==> config.mk <==
export PLATFORM = sky130hd
export DESIGN_NAME = ped_signal_ctrl
export DESIGN_NICKNAME = d
export VERILOG_FILES = /design/src/rtl/traffic_pkg.sv /design/src/rtl/rise_detect.sv /design/src/rtl/ped_signal_ctrl.sv
export SDC_FILE = /design/constraint.sdc
export NUM_CORES = 1
export LEC_CHECK = 0
export ABC_AREA = 1
export ABC_CLOCK_PERIOD_IN_PS = 3500
export BUFFER_PORTS_ARGS = -buffer_cell sky130_fd_sc_hd__buf_4
export CAP_MARGIN = 20
export CORE_MARGIN = 2
export CORE_UTILIZATION = 45
export CTS_CLUSTER_SIZE = 12
export DETAILED_ROUTE_END_ITERATION = 7
export PLACE_DENSITY = 0.65
export SLEW_MARGIN = 20
export SYNTH_ARGS = -nofsm -noshare
export SYNTH_HDL_FRONTEND = slang
export SYNTH_SLANG_ARGS = --single-unit
==> constraint.sdc <==
create_clock -name clk -period 3.5 [get_ports clk]
set_clock_uncertainty 0.15 [all_clocks]
set_input_delay 0.175 -clock clk [delete_from_list [all_inputs] [get_ports clk]]
set_output_delay 0.175 -clock clk [all_outputs]
set_load 0.005 [all_outputs]
==> src/rtl/traffic_pkg.sv <==
// traffic_pkg: definitions shared by the vehicle light FSM and the pedestrian
// crossing controller.
//   ped_state_t    - pedestrian controller state encoding
//   LIGHT_*        - one-hot [Red, Yellow, Green] vehicle light codes
//   lights_legal() - true when a light vector is one of the three legal codes
package traffic_pkg;

    typedef enum logic [1:0] {
        PED_STOP  = 2'd0,
        PED_WALK  = 2'd1,
        PED_FLASH = 2'd2
    } ped_state_t;

    localparam logic [2:0] LIGHT_RED    = 3'b100;
    localparam logic [2:0] LIGHT_YELLOW = 3'b010;
    localparam logic [2:0] LIGHT_GREEN  = 3'b001;

    // Anything other than exactly one lamp lit (including all dark) is illegal.
    function automatic logic lights_legal(input logic [2:0] l);
        return (l == LIGHT_RED) || (l == LIGHT_YELLOW) || (l == LIGHT_GREEN);
    endfunction

endpackage

==> src/rtl/rise_detect.sv <==
// rise_detect: one-bit rising-edge detector.
//   clk  - clock
//   rst  - synchronous active-high reset (previous value clears to 0)
//   d    - input level, synchronous to clk
//   rise - high while d=1 and the previously sampled d was 0
module rise_detect (
    input  logic clk,
    input  logic rst,
    input  logic d,
    output logic rise
);

    logic d_q_reg;

    always_ff @(posedge clk) begin
        if (rst) begin
            d_q_reg <= 1'b0;
        end else begin
            d_q_reg <= d;
        end
    end

    assign rise = d & ~d_q_reg;

endmodule

==> src/rtl/ped_signal_ctrl.sv <==
// ped_signal_ctrl: pedestrian crossing controller downstream of the vehicle
// light FSM. Grants a timed WALK followed by a flashing clearance when the
// vehicle lights turn red with a request pending; forces DON'T WALK at once if
// the lights leave red early or show an illegal code.
//   WALK_CYC    - cycles WALK is held (1..15)
//   CLEAR_CYC   - cycles of flashing clearance (1..15)
//   clk, rst    - clock, synchronous active-high reset
//   lights      - vehicle lights [Red, Yellow, Green]
//   ped_button  - crosswalk button level
//   walk        - WALK lamp
//   dont_walk   - DON'T WALK lamp (solid, or flashing during clearance)
//   req_pending - a request is latched and not yet served
//   countdown   - remaining clearance cycles, 0 outside clearance
//   abort       - one-cycle pulse: lights left red during WALK/clearance
//   fault       - one-cycle pulse: illegal lights code sampled
module ped_signal_ctrl
    import traffic_pkg::*;
#(
    parameter int unsigned WALK_CYC  = 5,
    parameter int unsigned CLEAR_CYC = 4
) (
    input  logic       clk,
    input  logic       rst,
    input  logic [2:0] lights,
    input  logic       ped_button,
    output logic       walk,
    output logic       dont_walk,
    output logic       req_pending,
    output logic [3:0] countdown,
    output logic       abort,
    output logic       fault
);

    localparam logic [3:0] WALK_LOAD  = 4'(WALK_CYC - 1);
    localparam logic [3:0] CLEAR_LOAD = 4'(CLEAR_CYC);

    ped_state_t state_reg, state_next;
    logic [3:0] timer_reg, timer_next;
    logic [3:0] countdown_reg, countdown_next;
    logic [2:0] lights_q_reg;
    logic       walk_reg, walk_next;
    logic       dont_walk_reg, dont_walk_next;
    logic       req_pending_reg, req_pending_next;
    logic       abort_reg, abort_next;
    logic       fault_reg, fault_next;

    logic button_rise;
    logic red_edge;
    logic legal;

    rise_detect u_button_rise (
        .clk  (clk),
        .rst  (rst),
        .d    (ped_button),
        .rise (button_rise)
    );

    // lights_q resets to red so the upstream FSM coming out of reset in red
    // is not mistaken for a fresh red phase.
    assign red_edge = (lights == LIGHT_RED) && (lights_q_reg != LIGHT_RED);
    assign legal    = lights_legal(lights);

    always_comb begin
        state_next       = state_reg;
        timer_next       = timer_reg;
        countdown_next   = 4'd0;
        walk_next        = 1'b0;
        dont_walk_next   = 1'b1;
        req_pending_next = req_pending_reg;
        abort_next       = 1'b0;
        fault_next       = 1'b0;

        if (!legal) begin
            // Illegal code wins over everything; the pending request survives.
            state_next = PED_STOP;
            fault_next = 1'b1;
        end else begin
            // A press during WALK belongs to the request already being served.
            if (button_rise && (state_reg != PED_WALK)) begin
                req_pending_next = 1'b1;
            end

            if ((state_reg != PED_STOP) && (lights != LIGHT_RED)) begin
                state_next = PED_STOP;
                abort_next = 1'b1;
            end else begin
                case (state_reg)
                    PED_STOP: begin
                        // Uses the registered request, so a press arriving on
                        // the red edge itself waits for the next red phase.
                        if (red_edge && req_pending_reg) begin
                            state_next       = PED_WALK;
                            walk_next        = 1'b1;
                            dont_walk_next   = 1'b0;
                            timer_next       = WALK_LOAD;
                            req_pending_next = 1'b0;
                        end
                    end
                    PED_WALK: begin
                        if (timer_reg == 4'd0) begin
                            state_next     = PED_FLASH;
                            countdown_next = CLEAR_LOAD;
                        end else begin
                            timer_next     = timer_reg - 4'd1;
                            walk_next      = 1'b1;
                            dont_walk_next = 1'b0;
                        end
                    end
                    PED_FLASH: begin
                        if (countdown_reg == 4'd1) begin
                            state_next = PED_STOP;
                        end else begin
                            countdown_next = countdown_reg - 4'd1;
                            dont_walk_next = ~dont_walk_reg;
                        end
                    end
                    default: begin
                        state_next = PED_STOP;
                    end
                endcase
            end
        end
    end

    always_ff @(posedge clk) begin
        if (rst) begin
            state_reg       <= PED_STOP;
            timer_reg       <= 4'd0;
            countdown_reg   <= 4'd0;
            lights_q_reg    <= LIGHT_RED;
            walk_reg        <= 1'b0;
            dont_walk_reg   <= 1'b1;
            req_pending_reg <= 1'b0;
            abort_reg       <= 1'b0;
            fault_reg       <= 1'b0;
        end else begin
            state_reg       <= state_next;
            timer_reg       <= timer_next;
            countdown_reg   <= countdown_next;
            lights_q_reg    <= lights;
            walk_reg        <= walk_next;
            dont_walk_reg   <= dont_walk_next;
            req_pending_reg <= req_pending_next;
            abort_reg       <= abort_next;
            fault_reg       <= fault_next;
        end
    end

    assign walk        = walk_reg;
    assign dont_walk   = dont_walk_reg;
    assign req_pending = req_pending_reg;
    assign countdown   = countdown_reg;
    assign abort       = abort_reg;
    assign fault       = fault_reg;

endmodule

==> results of run 1 <==
[final timing paths]
| check | to | slack [ps] | startpoint | depth (start not counted) |
|---|---|---|---|---|
| max reg2reg | timer_reg[3] | 1810 | state_reg[0] | 10 |
| max | timer_reg[3] | 1810 | state_reg[0] | 10 |
| min reg2reg | state_reg[1] | 360 | state_reg[1] | 2 |
| min | req_pending | 180 | ped_button | 5 |
[cells in the mapped netlist, types with 2 or more instances]
library cell and instances:
nor2_2 6, nand4_1 7, nor3_2 3, nand2_1 27, nand3_1 6, nor2_1 11
inv_2 2, inv_1 20, nand3_4 2, a21oi_1 7, nand2_2 2, nor3_1 2
dfxtp_1 19, nand2_4 2, ha_1 8, o21ai_1 2
[power by group through the flow]
stage | Clock [mW] | Sequential, mW | Combinational (mW)
5_1_grt | 0.133 | 0.224 | 0.0431
3_3_place_gp | 0 | 0.228 | 0.0329
3_5_place_dp | 0 | 0.228 | 0.0338
4_1_cts | 0.117 | 0.223 | 0.0382
6_report | 0.117 | 0.223 | 0.0382
2_1_floorplan | 0 | 0.228 | 0.0209
[cells by family after synthesis]
family	Yosys count	synth area share (%)
xor+xnor	2	1.71
flops	19	37.0
simple gates	71	37.8
buf+inv	23	8.53
compound gates	10	5.24
fa+ha+maj	8	9.74
[cell type report]
class | count | area (um^2) | share of cell area, %
Multi-Input combinational cell | 91 | 559 | 44.8
Clock inverter | 1 | 7.51 | 0.602
Timing Repair Buffer | 19 | 155 | 12.4
Tap cell | 28 | 35.0 | 2.81
Sequential cell | 19 | 380 | 30.5
Inverter | 23 | 87.6 | 7.02
Clock buffer | 3 | 22.5 | 1.81
[worst max-delay path: stages (launching register included)]
cell and delay (ps):
dfxtp_1 410, inv_1 100, ha_1 270, inv_1 170, nand2_4 80, nand2_2 60, clkinv_2 100, nand3_4 110
nand2_1 50, inv_1 60, nor2_2 40
[metal layers]
| metal | share of wire (%) | GRT usage [%] |
|---|---|---|
| met5 | 0 | 0 |
| met3 | 2.5 | 4.60 |
| met4 | 1.2 | 6.14 |
| met1 | 45 | 17.7 |
| met2 | 51 | 31.8 |
==> run_results.csv, run 1 <==
group,metric,value,unit
status,status,"complete, no violations",
die,rows,17,
place,placed_area,1170,um^2
clocking,clock_latency,300,ps
setup_path,crit_fanout,5,
setup_path,critPathCaptureType,"flop",
clocking,cts_setup_buffers,0,
die,fp.dieH,51.8,um
timing,maxSlewViolCount,0,
yosys,yosysTopAreaCellShare,37.0,%
job,drv_cap,0,
power,seq_power_share,59.0,%
clocking,cts_resized,0,
setup_path,arrival,1760,ps
routing,drc,0,
yosys,synth_area,1030,um^2
grt,antenna_found_initial,0,
yosys,synth_edf_count,0,
grt,grt_pass1_wl,3380,um
setup_path,cp-start-kind,"flop",
worst_hold_path,min_path_type,"input port to flop",
clocking,ctsRootBufferMaster,"clkbuf_4",
place,dp_hpwl,1530,um
routing,totalWireLength,1960,um
place,place_congestion,0.857,
final_layout,finish.instance_area,1250,um^2
place,preCtsSetupSlack,1830,ps
power,total_power,0.379,mW
final_layout,fin_cells,184,
power,power.leakage,0.553,nW
timing,worst_slack,1810,ps
clocking,cts_buffers,3,
timing,finalCriticalPeriod,1690,ps
routing,vias_per_cell,4.90,
timing,worstMarginPinSlew,267,ps
yosys,synth_cells,133,
power,internal_power,0.282,mW
power,clock_power_share,31.0,%
timing,setup_viol,0,
clocking,cts.sinks,19,
final_layout,num_antenna_cells,0,
timing,fin_setup_tns,0,ps
grt,grt_start_max_net_pins,13,
yosys,synth_area_per_cell,7.72,um^2
routing,drtIter0Drc,20,
clocking,holdBufCountCts,5,
routing,wl_per_cell,10.7,um
place,port_buffers,14,
place,placed_cells,175,
power,swShare,25.7,%
routing,drtPass1Iterations,4,
die,die_w,51.8,um
final_layout,syn_to_final_growth,21.4,%
timing,min_period_over_period,48.3,%
final_layout,nets,171,
clocking,htreeDepth,1,
clocking,clk_pin_slew,120,ps
die,start_util,46.9,%
clocking,tritoncts,"yes",
yosys,async_reset_ff_share,0,%
final_layout,fin_util,56.9,%
power,p_switching,0.0973,mW
grt,grt_pass1_vias,851,
yosys,syn-num-nets,147,
timing,holdWs,183,ps
die,ioPinCount,15,
final_layout,mostFrequentLayoutCells,"nand2_1 (27), inv_1 (20), dfxtp_1 (19)",
yosys,ys_dominant_reg_cell,"dfxtp_1",
die,core_area,2190,um^2
final_layout,nFillCells,210,
clocking,clock_tree.buffer_depth,2,
yosys,seq_area_frac_synth,37.0,%
yosys,yosys-top-cells-area,"dfxtp_1 (37%), nand2_1 (9.9%), ha_1 (9.7%)",
timing,hold_violations,0,
yosys,yosysTopAreaCell,"dfxtp_1",
timing,max_freq,591,MHz
setup_path,timing_worst_setup_path_type,"flop to flop",
timing,grt_setup_unrepaired,"no",
final_layout,final_common_cell,"nand2_1",
routing,ant_nets,0,
grt,grt_overflow_total,0,
die,die_area,2680,um^2
routing,vias,901,
timing,maxSlewHeadroom,82.2,%
power,p_comb_share,10.1,%
yosys,yosys_register_bits,19,
power,worst_ir_drop_vdd,201,uV
final_layout,drive_above_1_share,24.4,%
grt,grt.total_usage,16.9,%
power,power_density,304,nW/um^2
yosys,synth_cell_types,23,
setup_path,critical_path_required,3570,ps
yosys,ys_warn_count,0,
Note: power is estimated with default switching activity, not from simulation.
==> run 2, diff against run 1 <==
--- a/config.mk
+++ b/config.mk
@@ -6,7 +6,7 @@
 export NUM_CORES = 1
 export LEC_CHECK = 0
 export ABC_AREA = 1
-export ABC_CLOCK_PERIOD_IN_PS = 3500
+export ABC_CLOCK_PERIOD_IN_PS = 1750
 export BUFFER_PORTS_ARGS = -buffer_cell sky130_fd_sc_hd__buf_4
 export CAP_MARGIN = 20
 export CORE_MARGIN = 2
==> constraint.sdc (replaced) <==
create_clock -name clk -period 1.75 [get_ports clk]
set_clock_uncertainty 0.15 [all_clocks]
set_input_delay 0.0875 -clock clk [delete_from_list [all_inputs] [get_ports clk]]
set_output_delay 0.0875 -clock clk [all_outputs]
set_load 0.005 [all_outputs]
==> run 2 against run 1 <==
  * Total power up 99%
  * Global-route usage is 0.91 points higher
  * Combinational power increased by 100%
  * Non-clock buffer count up 1
  * Die area stayed put
==> run_results.csv, run 2 (same netlist as run 1, synthesis figures left out) <==
group,metric,value,unit
status,status,"complete, no violations",
routing,drtIter0Drc,15,
grt,grt.total_usage,17.8,%
die,ioPinCount,15,
worst_hold_path,holdPathEnd,"abort",
timing,fin_setup_tns,0,ps
timing,min_period_over_period,95.7,%
setup_path,critPathCaptureType,"flop",
setup_path,timing.rr.end,"timer_reg[0]",
timing,maxSlewViolCount,0,
place,preCtsSetupSlack,148,ps
place,place_congestion,0.852,
place,placed_cells,176,
routing,drc,0,
final_layout,syn_to_final_growth,22.4,%
clocking,clk_pin_slew,120,ps
timing,holdWs,26.0,ps
grt,grt_pass1_wl,3520,um
setup_path,timing_worst_setup_path_type,"flop to flop",
setup_path,crit_fanout,5,
timing,max_freq,597,MHz
routing,ant_nets,0,
routing,drtPass1Iterations,6,
setup_path,arrival,1740,ps
die,core_area,2190,um^2
grt,grt_pass1_vias,868,
setup_path,rr_startpoint,"state_reg[0]",
die,fp.dieH,51.8,um
setup_path,cp-start-kind,"flop",
final_layout,final_common_cell,"nand2_1",
die,die_area,2680,um^2
timing,hold_violations,0,
job,drv_cap,0,
clocking,tritoncts,"yes",
power,power_density,600,nW/um^2
routing,vias,932,
setup_path,ff2ff_setup_slack,80,ps
final_layout,mostFrequentLayoutCells,"nand2_1 (27), inv_1 (20), dfxtp_1 (19)",
power,power.leakage,0.556,nW
die,start_util,46.9,%
final_layout,drive_above_1_share,25.5,%
clocking,htreeDepth,1,
final_layout,nets,172,
final_layout,num_antenna_cells,0,
timing,finalCriticalPeriod,1670,ps
clocking,cts.sinks,19,
die,rows,17,
clocking,clock_tree.buffer_depth,2,
worst_hold_path,hp-start,"lights[1]",
setup_path,worst-r2r-cell-count,10,
place,dp_hpwl,1570,um
grt,grt_overflow_total,0,
grt,grt_start_max_net_pins,13,
timing,maxSlewHeadroom,83.3,%
grt,antenna_found_initial,0,
routing,totalWireLength,2110,um
routing,wl_per_cell,11.4,um
setup_path,critical_path_required,1810,ps
clocking,cts_buffers,3,
clocking,cts_setup_buffers,0,
timing,setup_viol,0,
clocking,clock_latency,310,ps
final_layout,fin_cells,185,
die,die_w,51.8,um
power,worst_ir_drop_vdd,261,uV
place,port_buffers,14,
clocking,ctsRootBufferMaster,"clkbuf_4",
final_layout,fin_util,57.4,%
worst_hold_path,min_path_type,"input port to flop",
timing,worstMarginPinSlew,251,ps
timing,worst_slack,75.9,ps
routing,vias_per_cell,5.04,
worst_hold_path,min_path_cells,5,
run 2: final cells by class:
class	instances	area, um^2
clock buffer	3	22.5
clock inverter	1	7.51
fill	209	933
inverter	23	87.6
multi-input combinational	91	562
sequential	19	380
tap	28	35.0
timing repair buffer	20	163
run 2: worst max path at each step:
stage                  from           end  slack, ps  cells after the start
6_report       state_reg[0]  timer_reg[0]         80                     10
5_1_grt        state_reg[0]  timer_reg[0]         -2                     10
4_1_cts        state_reg[1]  timer_reg[0]        110                      9
3_5_place_dp   state_reg[1]  timer_reg[0]        150                      9
3_3_place_gp   state_reg[0]  timer_reg[0]        200                     10
2_1_floorplan  state_reg[0]  timer_reg[0]        240                     10
run 2: per-layer routing:
layer	vias to the layer above	GRT usage (%)	wire length (um)
met5	-	0	0
met4	0	9.21	41
met3	4	4.60	73
met2	21	31.4	1140
met1	438	19.5	862
li1	469	-	-
run 2: worst max-delay path, stage by stage, from the launching register on:
cell and delay [ps]:
dfxtp_1 440, inv_1 130, ha_1 220, inv_1 140
nand2_4 80, nand2_2 60, clkinv_2 100, nand3_4 110
nand2_1 50, inv_1 60, nor2_2 40
run 2: power by group:
part           switching (mW)  internal, mW  leakage, nW
Combinational          0.0424        0.0342        0.387
Sequential            0.00476         0.442        0.155
Clock                   0.144        0.0873       0.0139
Total                   0.191         0.564        0.556
run 2: repair_timing:
item,in CTS,in global routing
endpoints found under the setup margin,0,3
gates resized for setup,0,1
hold endpoints to repair,11,0
hold buffers,5,0
run 2: through the flow:
step | cell area, um^2 | total power, mW
floorplan | 1030 | 0.498
global placement | 1170 | 0.522
detailed placement | 1170 | 0.524
CTS | 1250 | 0.762
global route | 1260 | 0.787
finish | 1260 | 0.755
==> run 3, diff against run 2 <==
--- a/config.mk
+++ b/config.mk
@@ -13,7 +13,8 @@
 export CORE_UTILIZATION = 45
 export CTS_CLUSTER_SIZE = 12
 export DETAILED_ROUTE_END_ITERATION = 7
-export PLACE_DENSITY = 0.65
+export GPL_TIMING_DRIVEN = 1
+export PLACE_DENSITY = 0.62
 export SLEW_MARGIN = 20
 export SYNTH_ARGS = -nofsm -noshare
 export SYNTH_HDL_FRONTEND = slang
==> run 3 against run 2 <==
  * Register-to-register slack gained 60 ps
  * Setup slack better by 58 ps
  * Sequential power is essentially flat
  * Final area down 0.20%
  * Die area did not move
  * Critical path type unchanged
  * Clock-buffer cell count is the same
  * First-iteration DRC count is 33% lower
==> run_results.csv, run 3 (same netlist as run 1, synthesis figures left out) <==
group,metric,value,unit
status,status,"complete, no violations",
clocking,clock_tree.buffer_depth,2,
timing,hold_violations,0,
setup_path,cp-start-kind,"flop",
die,fp.dieH,51.8,um
clocking,ctsRootBufferMaster,"clkbuf_4",
routing,drc,0,
place,placed_area,1170,um^2
setup_path,ff2ff_setup_slack,130,ps
final_layout,num_antenna_cells,0,
place,placed_cells,176,
job,drv_cap,0,
grt,antenna_found_initial,0,
final_layout,fin_cells,185,
place,dp_hpwl,1570,um
place,preCtsSetupSlack,166,ps
final_layout,final_common_cell,"nand2_1",
timing,maxSlewHeadroom,83.1,%
final_layout,fin_util,57.3,%
final_layout,mostFrequentLayoutCells,"nand2_1 (27), inv_1 (20), dfxtp_1 (19)",
worst_hold_path,holdPathEnd,"abort",
clocking,tritoncts,"yes",
power,power_density,601,nW/um^2
place,port_buffers,14,
grt,grt_overflow_total,0,
setup_path,crit_fanout,5,
worst_hold_path,min_path_type,"input port to flop",
timing,max_freq,619,MHz
grt,grt_pass1_vias,829,
timing,finalCriticalPeriod,1620,ps
grt,grt_start_max_net_pins,13,
timing,min_period_over_period,92.3,%
final_layout,finish.instance_area,1250,um^2
timing,setup_viol,0,
clocking,htreeDepth,1,
setup_path,rr_startpoint,"state_reg[0]",
routing,ant_nets,0,
clocking,clk_pin_slew,120,ps
place,place_congestion,0.809,
routing,wl_per_cell,10.8,um
final_layout,nFillCells,214,
setup_path,critPathCaptureType,"flop",
final_layout,drive_above_1_share,24.8,%
setup_path,worst-r2r-cell-count,10,
routing,vias,894,
worst_hold_path,min_path_cells,5,
power,total_power,0.754,mW
grt,grt.total_usage,17.8,%
setup_path,arrival,1670,ps
grt,grt_pass1_wl,3530,um
die,die_w,51.8,um
routing,vias_per_cell,4.83,
timing,holdWs,37.6,ps
die,core_area,2190,um^2
timing,worstMarginPinSlew,254,ps
timing,fin_setup_tns,0,ps
routing,drtPass1Iterations,4,
power,worst_ir_drop_vdd,406,uV
setup_path,timing.rr.end,"timer_reg[3]",
power,swShare,25.2,%
timing,maxSlewViolCount,0,
power,p_switching,0.190,mW
routing,totalWireLength,2000,um
routing,drtIter0Drc,10,
clocking,cts_buffers,3,
power,internal_power,0.564,mW
power,power.leakage,0.557,nW
setup_path,timing_worst_setup_path_type,"flop to flop",
timing,grt_setup_unrepaired,"no",
power,clock_power_share,30.5,%
die,die_area,2680,um^2
power,seq_power_share,59.3,%
die,rows,17,
timing,worst_slack,134,ps
power,p_comb_share,10.2,%
setup_path,critical_path_required,1810,ps
final_layout,nets,172,
clocking,cts_resized,0,
final_layout,syn_to_final_growth,22.2,%
die,ioPinCount,15,
clocking,cts.sinks,19,
die,start_util,46.9,%
worst_hold_path,hp-start,"lights[0]",
clocking,clock_latency,310,ps
## run 3: cell types whose count changed in the layout (fill, tap and decap cells not counted)
cell,before,now
ha_1,7,8
ha_2,1,0
## run 3: area by class of cell
type,count,area (um^2),share of cell area [%]
timing repair buffer,20,163,13.0
sequential,19,380,30.3
inverter,23,87.6,6.98
multi-input combinational,91,559,44.6
tap,28,35.0,2.79
clock buffer,3,22.5,1.79
clock inverter,1,7.51,0.598
## run 3: routing by layer
metal / global-route usage [%] / share of wire [%] / vias up
met4: 7.02 / 1.3 / 0
met1: 20.5 / 44 / 405
li1: - / - / 473
met3: 3.16 / 2.7 / 4
met2: 32.5 / 52 / 12
met5: 0 / 0 / -
## run 3: power groups by stage
stage	logic, mW	registers, mW	clock network (mW)
after floorplan	0.0418	0.456	0
after global placement	0.0658	0.457	0
after detailed placement	0.0680	0.457	0
after CTS	0.0768	0.447	0.241
after global routing	0.0862	0.449	0.260
final	0.0767	0.447	0.230
## run 3: critical path: stages, from the launching register on
cell and delay [ps]:
dfxtp_1 400, inv_1 110, ha_1 220, inv_1 150, nand2_4 80, nand2_2 60, clkinv_2 100, nand3_4 110
nand2_1 60, inv_1 60, nor2_2 30
## run 3: what timing repair did
action | in CTS | in global routing
hold buffers | 5 | 0
hold endpoints to repair | 11 | 0
setup buffers | 0 | 0
## run 3: how the worst max path moves through the flow
stage / cells past startpoint / start / slack, ps / end
floorplan: 10 / state_reg[0] / 240 / timer_reg[0]
global placement: 10 / state_reg[0] / 180 / timer_reg[3]
detailed placement: 10 / state_reg[0] / 170 / timer_reg[3]
CTS: 9 / state_reg[1] / 150 / timer_reg[3]
global route: 9 / state_reg[1] / 5 / timer_reg[3]
finish: 10 / state_reg[0] / 130 / timer_reg[3]
